File: src/rtl/led_scan_controller.sv
// rtl/led_scan_controller.sv - 8-digit seven-segment scan scheduler with frame-aligned A/B display arbitration.
// Optional LED_LEADING_ZERO_BLANK_EN blanks digits above the most significant nonzero nibble.
module led_scan_controller #(
  parameter int SCAN_DIV  = 100000,
  parameter int BLANK_CYC = 16,
  parameter int CNT_W     = 17
) (
  input  logic        clk,
  input  logic        rst,
  input  logic        req_a,
  input  logic [31:0] data_a,
  input  logic        req_b,
  input  logic [31:0] data_b,
  output logic        gnt_a,
  output logic        gnt_b,
  output logic [2:0]  scan_sel,
  output logic [31:0] disp_data,
  output logic        disp_on,
  output logic        frame_tick
);

  localparam logic [CNT_W-1:0] LAST_CNT   = CNT_W'(SCAN_DIV - 1);
  localparam logic [CNT_W-1:0] BLANK_LAST = CNT_W'(BLANK_CYC - 1);
  localparam logic             RR_A       = 1'b0;
  localparam logic             RR_B       = 1'b1;

  typedef enum logic {
    ST_BLANK = 1'b0,
    ST_SHOW  = 1'b1
  } state_t;

  state_t            state_q, state_d;
  logic [CNT_W-1:0]  cnt_q, cnt_d;
  logic [2:0]        scan_sel_q, scan_sel_d;
  logic [31:0]       disp_data_q, disp_data_d;
  logic              disp_on_q, disp_on_d;
  logic              gnt_a_q, gnt_a_d;
  logic              gnt_b_q, gnt_b_d;
  logic              frame_tick_q, frame_tick_d;
  logic              rr_last_q, rr_last_d;

  logic              wrap;
  logic              boundary;
  logic              win_a;
  logic              win_b;
  logic              digit_lit;

`ifdef LED_LEADING_ZERO_BLANK_EN
  function automatic logic [2:0] top_digit(input logic [31:0] word);
    logic [2:0] idx;
    idx = 3'd0;
    for (int i = 1; i < 8; i++) begin
      if (word[4*i +: 4] != 4'h0) idx = 3'(i);
    end
    return idx;
  endfunction
`endif

  always_comb begin
    wrap       = (cnt_q == LAST_CNT);
    boundary   = wrap && (scan_sel_q == 3'd7);
    cnt_d      = wrap ? '0 : cnt_q + CNT_W'(1);
    scan_sel_d = wrap ? scan_sel_q + 3'd1 : scan_sel_q;

    state_d = state_q;
    case (state_q)
      ST_BLANK: if (cnt_q == BLANK_LAST) state_d = ST_SHOW;
      ST_SHOW:  if (wrap) state_d = ST_BLANK;
      default:  state_d = ST_BLANK;
    endcase

    // A tie goes to whichever requester did not win the previous tie.
    win_a = boundary && req_a && (!req_b || (rr_last_q == RR_B));
    win_b = boundary && req_b && !win_a;

    rr_last_d = rr_last_q;
    if (req_a && req_b && boundary) rr_last_d = win_a ? RR_A : RR_B;

    disp_data_d = disp_data_q;
    if (win_a) disp_data_d = data_a;
    else if (win_b) disp_data_d = data_b;

    gnt_a_d      = win_a;
    gnt_b_d      = win_b;
    frame_tick_d = (cnt_d == LAST_CNT) && (scan_sel_d == 3'd7);

`ifdef LED_LEADING_ZERO_BLANK_EN
    digit_lit = (scan_sel_d <= top_digit(disp_data_d));
`else
    digit_lit = 1'b1;
`endif
    disp_on_d = (state_d == ST_SHOW) && digit_lit;
  end

  always_ff @(posedge clk or posedge rst) begin
    if (rst) begin
      state_q      <= ST_BLANK;
      cnt_q        <= '0;
      scan_sel_q   <= 3'd0;
      disp_data_q  <= 32'h0;
      disp_on_q    <= 1'b0;
      gnt_a_q      <= 1'b0;
      gnt_b_q      <= 1'b0;
      frame_tick_q <= 1'b0;
      rr_last_q    <= RR_B;
    end else begin
      state_q      <= state_d;
      cnt_q        <= cnt_d;
      scan_sel_q   <= scan_sel_d;
      disp_data_q  <= disp_data_d;
      disp_on_q    <= disp_on_d;
      gnt_a_q      <= gnt_a_d;
      gnt_b_q      <= gnt_b_d;
      frame_tick_q <= frame_tick_d;
      rr_last_q    <= rr_last_d;
    end
  end

  assign gnt_a      = gnt_a_q;
  assign gnt_b      = gnt_b_q;
  assign scan_sel   = scan_sel_q;
  assign disp_data  = disp_data_q;
  assign disp_on    = disp_on_q;
  assign frame_tick = frame_tick_q;

endmodule

File: config.mk
export PLATFORM = sky130hd
export DESIGN_NAME = led_scan_controller
export DESIGN_NICKNAME = d
export VERILOG_FILES = /design/src/rtl/led_scan_controller.sv
export SDC_FILE = /design/constraint.sdc
export NUM_CORES = 1
export LEC_CHECK = 0
export BUFFER_PORTS_ARGS = -buffer_cell sky130_fd_sc_hd__clkbuf_2
export CAP_MARGIN = 0
export CORE_UTILIZATION = 45
export CTS_BUF_LIST = sky130_fd_sc_hd__clkbuf_4 sky130_fd_sc_hd__clkbuf_8 sky130_fd_sc_hd__clkbuf_16
export DETAILED_ROUTE_END_ITERATION = 10
export PLACE_DENSITY = 0.73
export REMOVE_ABC_BUFFERS = 1
export SLEW_MARGIN = 20
export SYNTH_ARGS = -nofsm -noshare
export SYNTH_HDL_FRONTEND = slang
export SYNTH_SLANG_ARGS = --single-unit
File: constraint.sdc
create_clock -name clk -period 3.4 [get_ports clk]
set_input_delay 0.34 -clock clk [delete_from_list [all_inputs] [get_ports clk]]
set_output_delay 0.34 -clock clk [all_outputs]
set_load 0.01 [all_outputs]
# Word level (Yosys, flattened, before mapping)
# Cells that the tools add are included.
[op_classes]
bitwise = 1
n_reduce_logical = 12
muxes = 8
n_mul = 0
magnitude_cmp = 0
addsub = 2
eq_ne = 5
n_div = 0
n_shift = 0
[ops]
columns = ["cell", "n"]
rows = [
  ["two-way mux 32 bit", 2],
  ["equality test 17 bit, second input constant", 2],
  ["adder 17 x 1 -> 17 bit, second input constant", 1],
  ["equality test 17 x 4 -> 1 bit, second input constant", 1],
  ["two-way mux 17 bit", 1],
  ["logical AND 1 bit", 8],
  ["equality test 3 bit, second input constant", 2],
  ["adder 3 x 1 -> 3 bit, second input constant", 1],
  ["two-way mux 1 bit", 3],
  ["two-way mux 3 bit", 1],
  ["zero test 1 bit", 2],
  ["one-hot mux 1 bit (2 select lines)", 1],
  ["nonzero test 2 bit", 1],
  ["logical OR 1 bit", 1],
  ["NOT 1 bit", 1],
]
[word_totals]
latchBits = 0
mem_bits_ro = 0
elab_cells = 36
register_bits = 57
inputBits = 68
out_inout_bits = 39
mem_bits_rw = 0
memories = 0

# Longest topological paths before layout
# Gate-level depths: netlist (run 1).
[depth]
depth_word = 8
mapped_depth = 9
depth_no_buf = 6

# Least setup slack after synthesis (run 1)
# No wires, ideal clock.
[synth_path]
path_kind = "reg2reg"
start = "register cnt_q[13]"
end = "register disp_data_q[10], in the netlist disp_data[10]"
required_time_ps = 3282
n_path_buf = 4
setup_time_ps = 118
stages_incl_launch_ff = 10
period_less_slack_ps = 2499
slack_ps = 901
arrival_ps = 2381
cell_sequence = "dfrtp_1 > buf_2 > or4_1 > or4_1 > buf_2 > nor3_4 > nor2b_1 > buf_2 > buf_6 > a21o_1"
[synth_via]
elab_chain_cells = 7
word_cells_on_any_way = 9
cone_classes = "1 x eq/ne; 1 x mux; 7 x reduce/logical"
[synth_rtl]
columns = ["element", "line", "rtl"]
rows = [
  ["from (decl)", "33", "logic [CNT_W-1:0] cnt_q, cnt_d;"],
  ["from (signal assigned)", "108", "cnt_q <= cnt_d;"],
  ["equality test 17 bit *", "60", "wrap = (cnt_q == LAST_CNT);"],
  ["logical AND 1 bit *", "61", "boundary = wrap && (scan_sel_q == 3'd7);"],
  ["logical AND 1 bit (2 in a row)", "73", "win_a = boundary && req_a && (!req_b || (rr_last_q == RR_B));"],
  ["zero test 1 bit", "74", "win_b = boundary && req_b && !win_a;"],
  ["logical AND 1 bit", "74", ""],
  ["nonzero test 2 bit (no source line)", "-", ""],
  ["to (signal assigned)", "110", "disp_data_q <= disp_data_d;"],
  ["to (decl)", "35", "logic [31:0] disp_data_q, disp_data_d;"],
]
# Every way passes the cells marked *; elsewhere a longest branch is shown, timed or not.
# A chain may end at the register's enable or synchronous reset.

# Worst setup path after layout (run 1)
[layout_path]
start = "register cnt_q[11]"
end = "register disp_data_q[0], in the netlist disp_data[0]"
# The elaborated chain is that of the path after synthesis.

==> reports/results.ini, run 1 <==
[run_status]
status=finished, violations left
violations=DRC

[routing]
drt_pass1_iterations=7
ant_nets=0
routed_wl_um=7400
via_per_inst=5.72
wire_per_inst_um=15.9
drtIter0Drc=204
drc=30
vias=2661

[worst_setup_path]
cp-start-kind=register
crit_type=reg -> reg
r2r_setup_slack_ns=0.67
cp.arrival_ns=2.95
reg2reg_depth=7
startpoint=cnt_q[11]
cp_max_fo=34
critPathRequiredTime_ns=3.62
end_kind=register
crit-reg2reg-launch=cnt_q[11]
crit_path_end=disp_data[0]
r2r-end=disp_data[0]

[clock_network]
cts.repair.resized=0
clock_latency_ns=0.33
cts_hold_buf=0
cts.path.max_buffers=2
cts_tree=built
numCtsBuffers=9
cts_setup_buffers=0
root_buffer=clkbuf_8
cts_sinks=57
clkTransAtPathRegs_ns=0.07
h-tree-depth=3

[placed_design]
hpwl_um=5110
port_buffers=106
dpl_cell_area_mm2=0.00359
gp_congestion=0.928

[run]
max_cap_viol_count=0

[logic_synthesis]
syn_avg_cell_area_um2=10.7
ys_warn_count=0
netlist_instances=282
synth-seq-cells=57
netlist_area_mm2=0.00302
ys_types=40
yosysSeqAreaShare_pct=47.3

[sta]
max_freq_mhz=366
whs_ns=0.102
slew-limit-headroom_pct=52.2
min_period_over_period_pct=80.4
hold_violations=0
fin_crit_ns=2.73
slew_viol_final=0
skew_ns=0.0106
worst_pin_slew_ns=0.716
rsz0062_at_grt=false
finalSetupViolations=0

[hold_path]
holdCritPathClass=in -> async

[finish]
stdcell_area_mm2=0.00383
drive_above_1_share_pct=36.9
syn_to_final_growth_pct=27.0
layout.nets=454
fill_cells=555
n_antenna_cell=0

[floorplanning]
coreArea_mm2=0.00642
die_h_um=83.9
dieArea_mm2=0.00703
io_pins=107
die_w_um=83.9
rows=29
start_util_pct=47.0

[power]
ir_drop_mv=0.297
p_int_mw=1.17
pwr_density_cell_mw_per_mm2=382
power_switching_mw=0.296
p_seq_share_pct=46.3
comb_power_share_pct=3.9
p_leak_nw=2.38
swShare_pct=20.2
p_clk_share_pct=49.8

[grt]
grt_max_degree=35
antenna_found_initial=0
grt_pass1_vias=2653
grt_pass1_wl_um=12600
grt_use_total_pct=22.6
grt_overflow_total=0

==> logic make-up after synthesis <==
| kind of cell | Yosys count | share of synthesized area [%] |
|---|---|---|
| buffers and inverters | 28 | 4.61 |
| flip-flops | 57 | 47.3 |
| AND/OR/NAND/NOR | 67 | 13.2 |
| adder cells (fa/ha/maj) | 3 | 1.24 |
| XOR/XNOR | 16 | 4.65 |
| multiplexers | 3 | 1.08 |
| AO/OA/AOI/OAI | 108 | 27.9 |
==> how the worst min path moves through the flow <==
stage               cells past startpoint  slack (ns)       endpoint        from
CTS                                     2        0.12   disp_data[4]         rst
global placement                        2        0.48   disp_data[6]         rst
finish                                  2        0.10   disp_data[4]         rst
detailed placement                      2        0.48   disp_data[6]         rst
floorplan                               1        0.46  disp_data[10]  data_b[10]
global route                            2        0.14   disp_data[4]         rst
==> state kept, by name, indices dropped and copies added, names as in the netlist <==
name and cells:
scan_sel 3, cnt_q 17, disp_data 32, rr_last_q 1
disp_on 1, gnt_a 1, frame_tick 1, gnt_b 1
==> stage by stage <==
step                utilization, %  TNS (ns)  setup slack [ns]  std cells  power, mW
global placement              56.0         0             0.748        449      0.748
CTS                           59.6         0             0.686        465       1.48
global route                  59.6         0             0.571        465       1.52
floorplan                        -     -7.43            -0.267        257      0.702
detailed placement            56.0         0             0.695        449      0.748
finish                        59.6         0             0.666        465       1.46
==> placed cells by master, fill, tap and decap left out, drive strengths merged, types with 4 or more instances in the layout <==
cell type	netlist	final
clkbuf	13	118
a21o	62	62
dfrtp	56	56
o31a	32	32
nand4	12	12
nor2	11	11
xnor2	9	9
buf	12	9
nand3	8	8
xor2	7	7
nand2	7	7
o21ai	5	5
nor4	5	5
and4	4	4
nor3	4	4
==> layout make-up <==
type	instances	area, um^2	area share (%)
inverters	3	11.3	0.294
clock inverters	4	75.1	1.96
multi-input cells	197	1460	38.2
flip-flops and latches	57	1430	37.3
clock buffers	12	159	4.15
well taps	77	96.3	2.52
repair buffers	115	598	15.6
==> power groups by stage <==
| stage | Sequential [mW] | Combinational, mW | Clock [mW] |
|---|---|---|---|
| 2_1_floorplan | 0.691 | 0.0110 | 0 |
| 3_3_place_gp | 0.691 | 0.0577 | 0 |
| 3_5_place_dp | 0.691 | 0.0569 | 0 |
| 4_1_cts | 0.678 | 0.0573 | 0.743 |
| 5_1_grt | 0.678 | 0.0630 | 0.782 |
| 6_report | 0.678 | 0.0564 | 0.729 |
==> metal layers <==
layer,up-vias,wire length (um),global-route usage (%)
met5,-,0,0
met4,0,30,5.80
met3,4,473,6.23
met2,109,3540,36.7
met1,1293,3360,29.7
li1,1255,-,-
==> cells in the mapped netlist <==
cell type	count	area share [%]
a21o_1	62	15
dfrtp_1	56	46
o31a_1	32	9.3
clkbuf_1	13	1.6
nand4_1	12	2.5
nor2_1	11	1.4
buf_2	9	1.5
xnor2_1	9	2.6
nand3_1	8	1.3
nand2_1	7	0.87
xor2_1	7	2.0
nor4_1	5	1.0
and4_1	4	1.2
o21ai_0	4	0.66
buf_6	3	1.1
ha_1	3	1.2
inv_1	3	0.37
nand2b_1	3	0.62
nand3b_1	3	0.75
nor3_1	3	0.50
a21oi_1	2	0.33
mux2_2	2	0.75
nor2b_1	2	0.41
o32a_1	2	0.66
or4_1	2	0.50
a21bo_2	1	0.33
a21boi_0	1	0.25
a221o_1	1	0.33
a31oi_1	1	0.21
and3_1	1	0.21
and3b_1	1	0.29
dfstp_2	1	0.87
mux2i_1	1	0.33
nor3_4	1	0.54
nor4b_1	1	0.29
o21ai_1	1	0.17
o22ai_1	1	0.21
or2_2	1	0.21
or3b_2	1	0.29
or4b_2	1	0.33
==> worst max-delay path: stages, from the launching register on <==
cell	delay, ns
dfrtp_1	0.46
or4_1	0.61
or4_1	0.52
buf_4	0.27
nor3_4	0.26
nor2b_2	0.08
buf_4	0.21
a21bo_2	0.22
Power figures use the tool's default switching activity.
==> run 2, diff against run 1 <==
- PLACE_DENSITY: 0.73 -> 0.76
- clock period: 3.4 -> 2.5 ns (I/O delays scaled with it)
==> run 2 against run 1 <==
The flow still finishes with violations (DRC). Register-to-register slack worse by 0.62 ns. Maximum frequency rose by 11%. First-iteration DRC count shrank 40%. Sequential share of layout area down 1.7 points. Die area is the same. Highest routed layer unchanged.
==> reports/results.ini, run 2 (synthesis gave the netlist of run 1 again) <==
[finish]
n_antenna_cell=0
regArea_mm2=0.00143
largest_reg_flops=32
fin_util_pct=62.5
stdcell_area_mm2=0.00401
drive_above_1_share_pct=40.3
layout.nets=475
multiInputGateArea_mm2=0.00148
fill_cells=587
layout.cells.non_filler=484
layout_common_cells=clkbuf_2 (106), a21o_1 (62), dfrtp_1 (56)
final_common_cell=clkbuf_2
syn_to_final_growth_pct=33.0

[routing]
wire_per_inst_um=15.5
drc=30
drtIter0Drc=123
via_per_inst=5.65
ant_nets=0
drt_pass1_iterations=8
routed_wl_um=7500
vias=2733

[sta]
fin_crit_ns=2.45
finalSetupViolations=0
rsz0062_at_grt=false
min_period_over_period_pct=98.1
slew_viol_final=0
worst_pin_slew_ns=0.571
max_freq_mhz=408
slew-limit-headroom_pct=61.9
hold_violations=0
skew_ns=0.0103

[grt]
grt_use_total_pct=22.9
antenna_found_initial=0
grt_overflow_total=0
grt_pass1_vias=2681
grt_pass1_wl_um=12500
grt_max_degree=35

[floorplanning]
die_h_um=83.9
io_pins=107
rows=29
start_util_pct=47.0
coreArea_mm2=0.00642
dieArea_mm2=0.00703
die_w_um=83.9

[placed_design]
hpwl_um=5330
dp.cells=463
gp_congestion=0.862
port_buffers=106
dpl_cell_area_mm2=0.00371

[run_status]
status=finished, violations left
violations=DRC

[clock_network]
cts_tree=built
numCtsBuffers=9
h-tree-depth=3
clock_latency_ns=0.34
root_buffer=clkbuf_8
cts.path.max_buffers=2
cts_sinks=57
clkTransAtPathRegs_ns=0.07

[worst_setup_path]
critPathRequiredTime_ns=2.73
slowest_delay_ns=0.54
path_buf_inv=3
crit_chain=or4_4 -> or4_4 -> buf_12 -> nor3_4 -> nor2b_4 -> buf_4 -> buf_12 -> a21bo_2
crit_slowest_cell=or4_4
cpLargestDelayFamily=simple AND/OR/NAND/NOR gates
cp_max_fo=16
cp.arrival_ns=2.68
crit_type=reg -> reg
cp-start-kind=register
end_kind=register

[power]
ir_drop_mv=0.232
pwr_density_cell_mw_per_mm2=453
power_mw=1.82
p_leak_nw=2.49

[run]
max_cap_viol_count=0

[hold_path]
holdCritPathClass=in -> reg

run 2: cell type report:
cell class                 count  area share [%]
timing repair buffer         136            20.2
clock buffer                  10            3.43
sequential                    57            35.6
clock inverter                 4            1.12
tap                           77            2.40
inverter                       3           0.281
multi-input combinational    197            36.9
run 2: metal layers:
metal / GRT usage (%) / wire length [um] / up-vias
met5: 0 / 0 / -
met4: 7.37 / 64 / 0
met3: 5.84 / 478 / 11
met2: 37.9 / 3680 / 100
met1: 29.3 / 3270 / 1320
li1: - / - / 1302
run 2: stage by stage:
step	hold WS, ns	setup WS, ns	TNS [ns]
global placement	0.317	0.0906	0
CTS	0.0923	0.00750	0
detailed placement	0.317	-0.0224	-0.108
finish	0.111	0.0470	0
floorplan	0.366	-1.17	-39.26
global route	0.0926	0.00771	0
run 2: report_power, final:
| group | internal [mW] | switching, mW |
|---|---|---|
| Sequential | 0.923 | 0 |
| Clock | 0.470 | 0.346 |
| Combinational | 0.0412 | 0.0380 |
run 2: final timing paths:
| kind | from | end | slack (ns) | cells after the start |
|---|---|---|---|---|
| max in group asynchronous | rst | cnt_q[15] | 1.31 | 4 |
| worst max register to register | cnt_q[11] | disp_data[0] | 0.05 | 8 |
| min in group asynchronous | rst | cnt_q[5] | 0.50 | 3 |
| worst min-delay path | data_b[25] | disp_data[25] | 0.11 | 2 |
| worst min register to register | rr_last_q | rr_last_q | 0.51 | 1 |
| worst max-delay path | cnt_q[11] | disp_data[0] | 0.05 | 8 |
run 2: what timing repair did:
item | in CTS | in global routing
setup buffers | 2 | 3
gates resized for setup | 5 | 4
hold buffers | 1 | 0
gates cloned | 1 | 0
endpoints found under the setup margin | 31 | 32
endpoints found under the hold margin | 23 | 0
pin swaps | 1 | 2
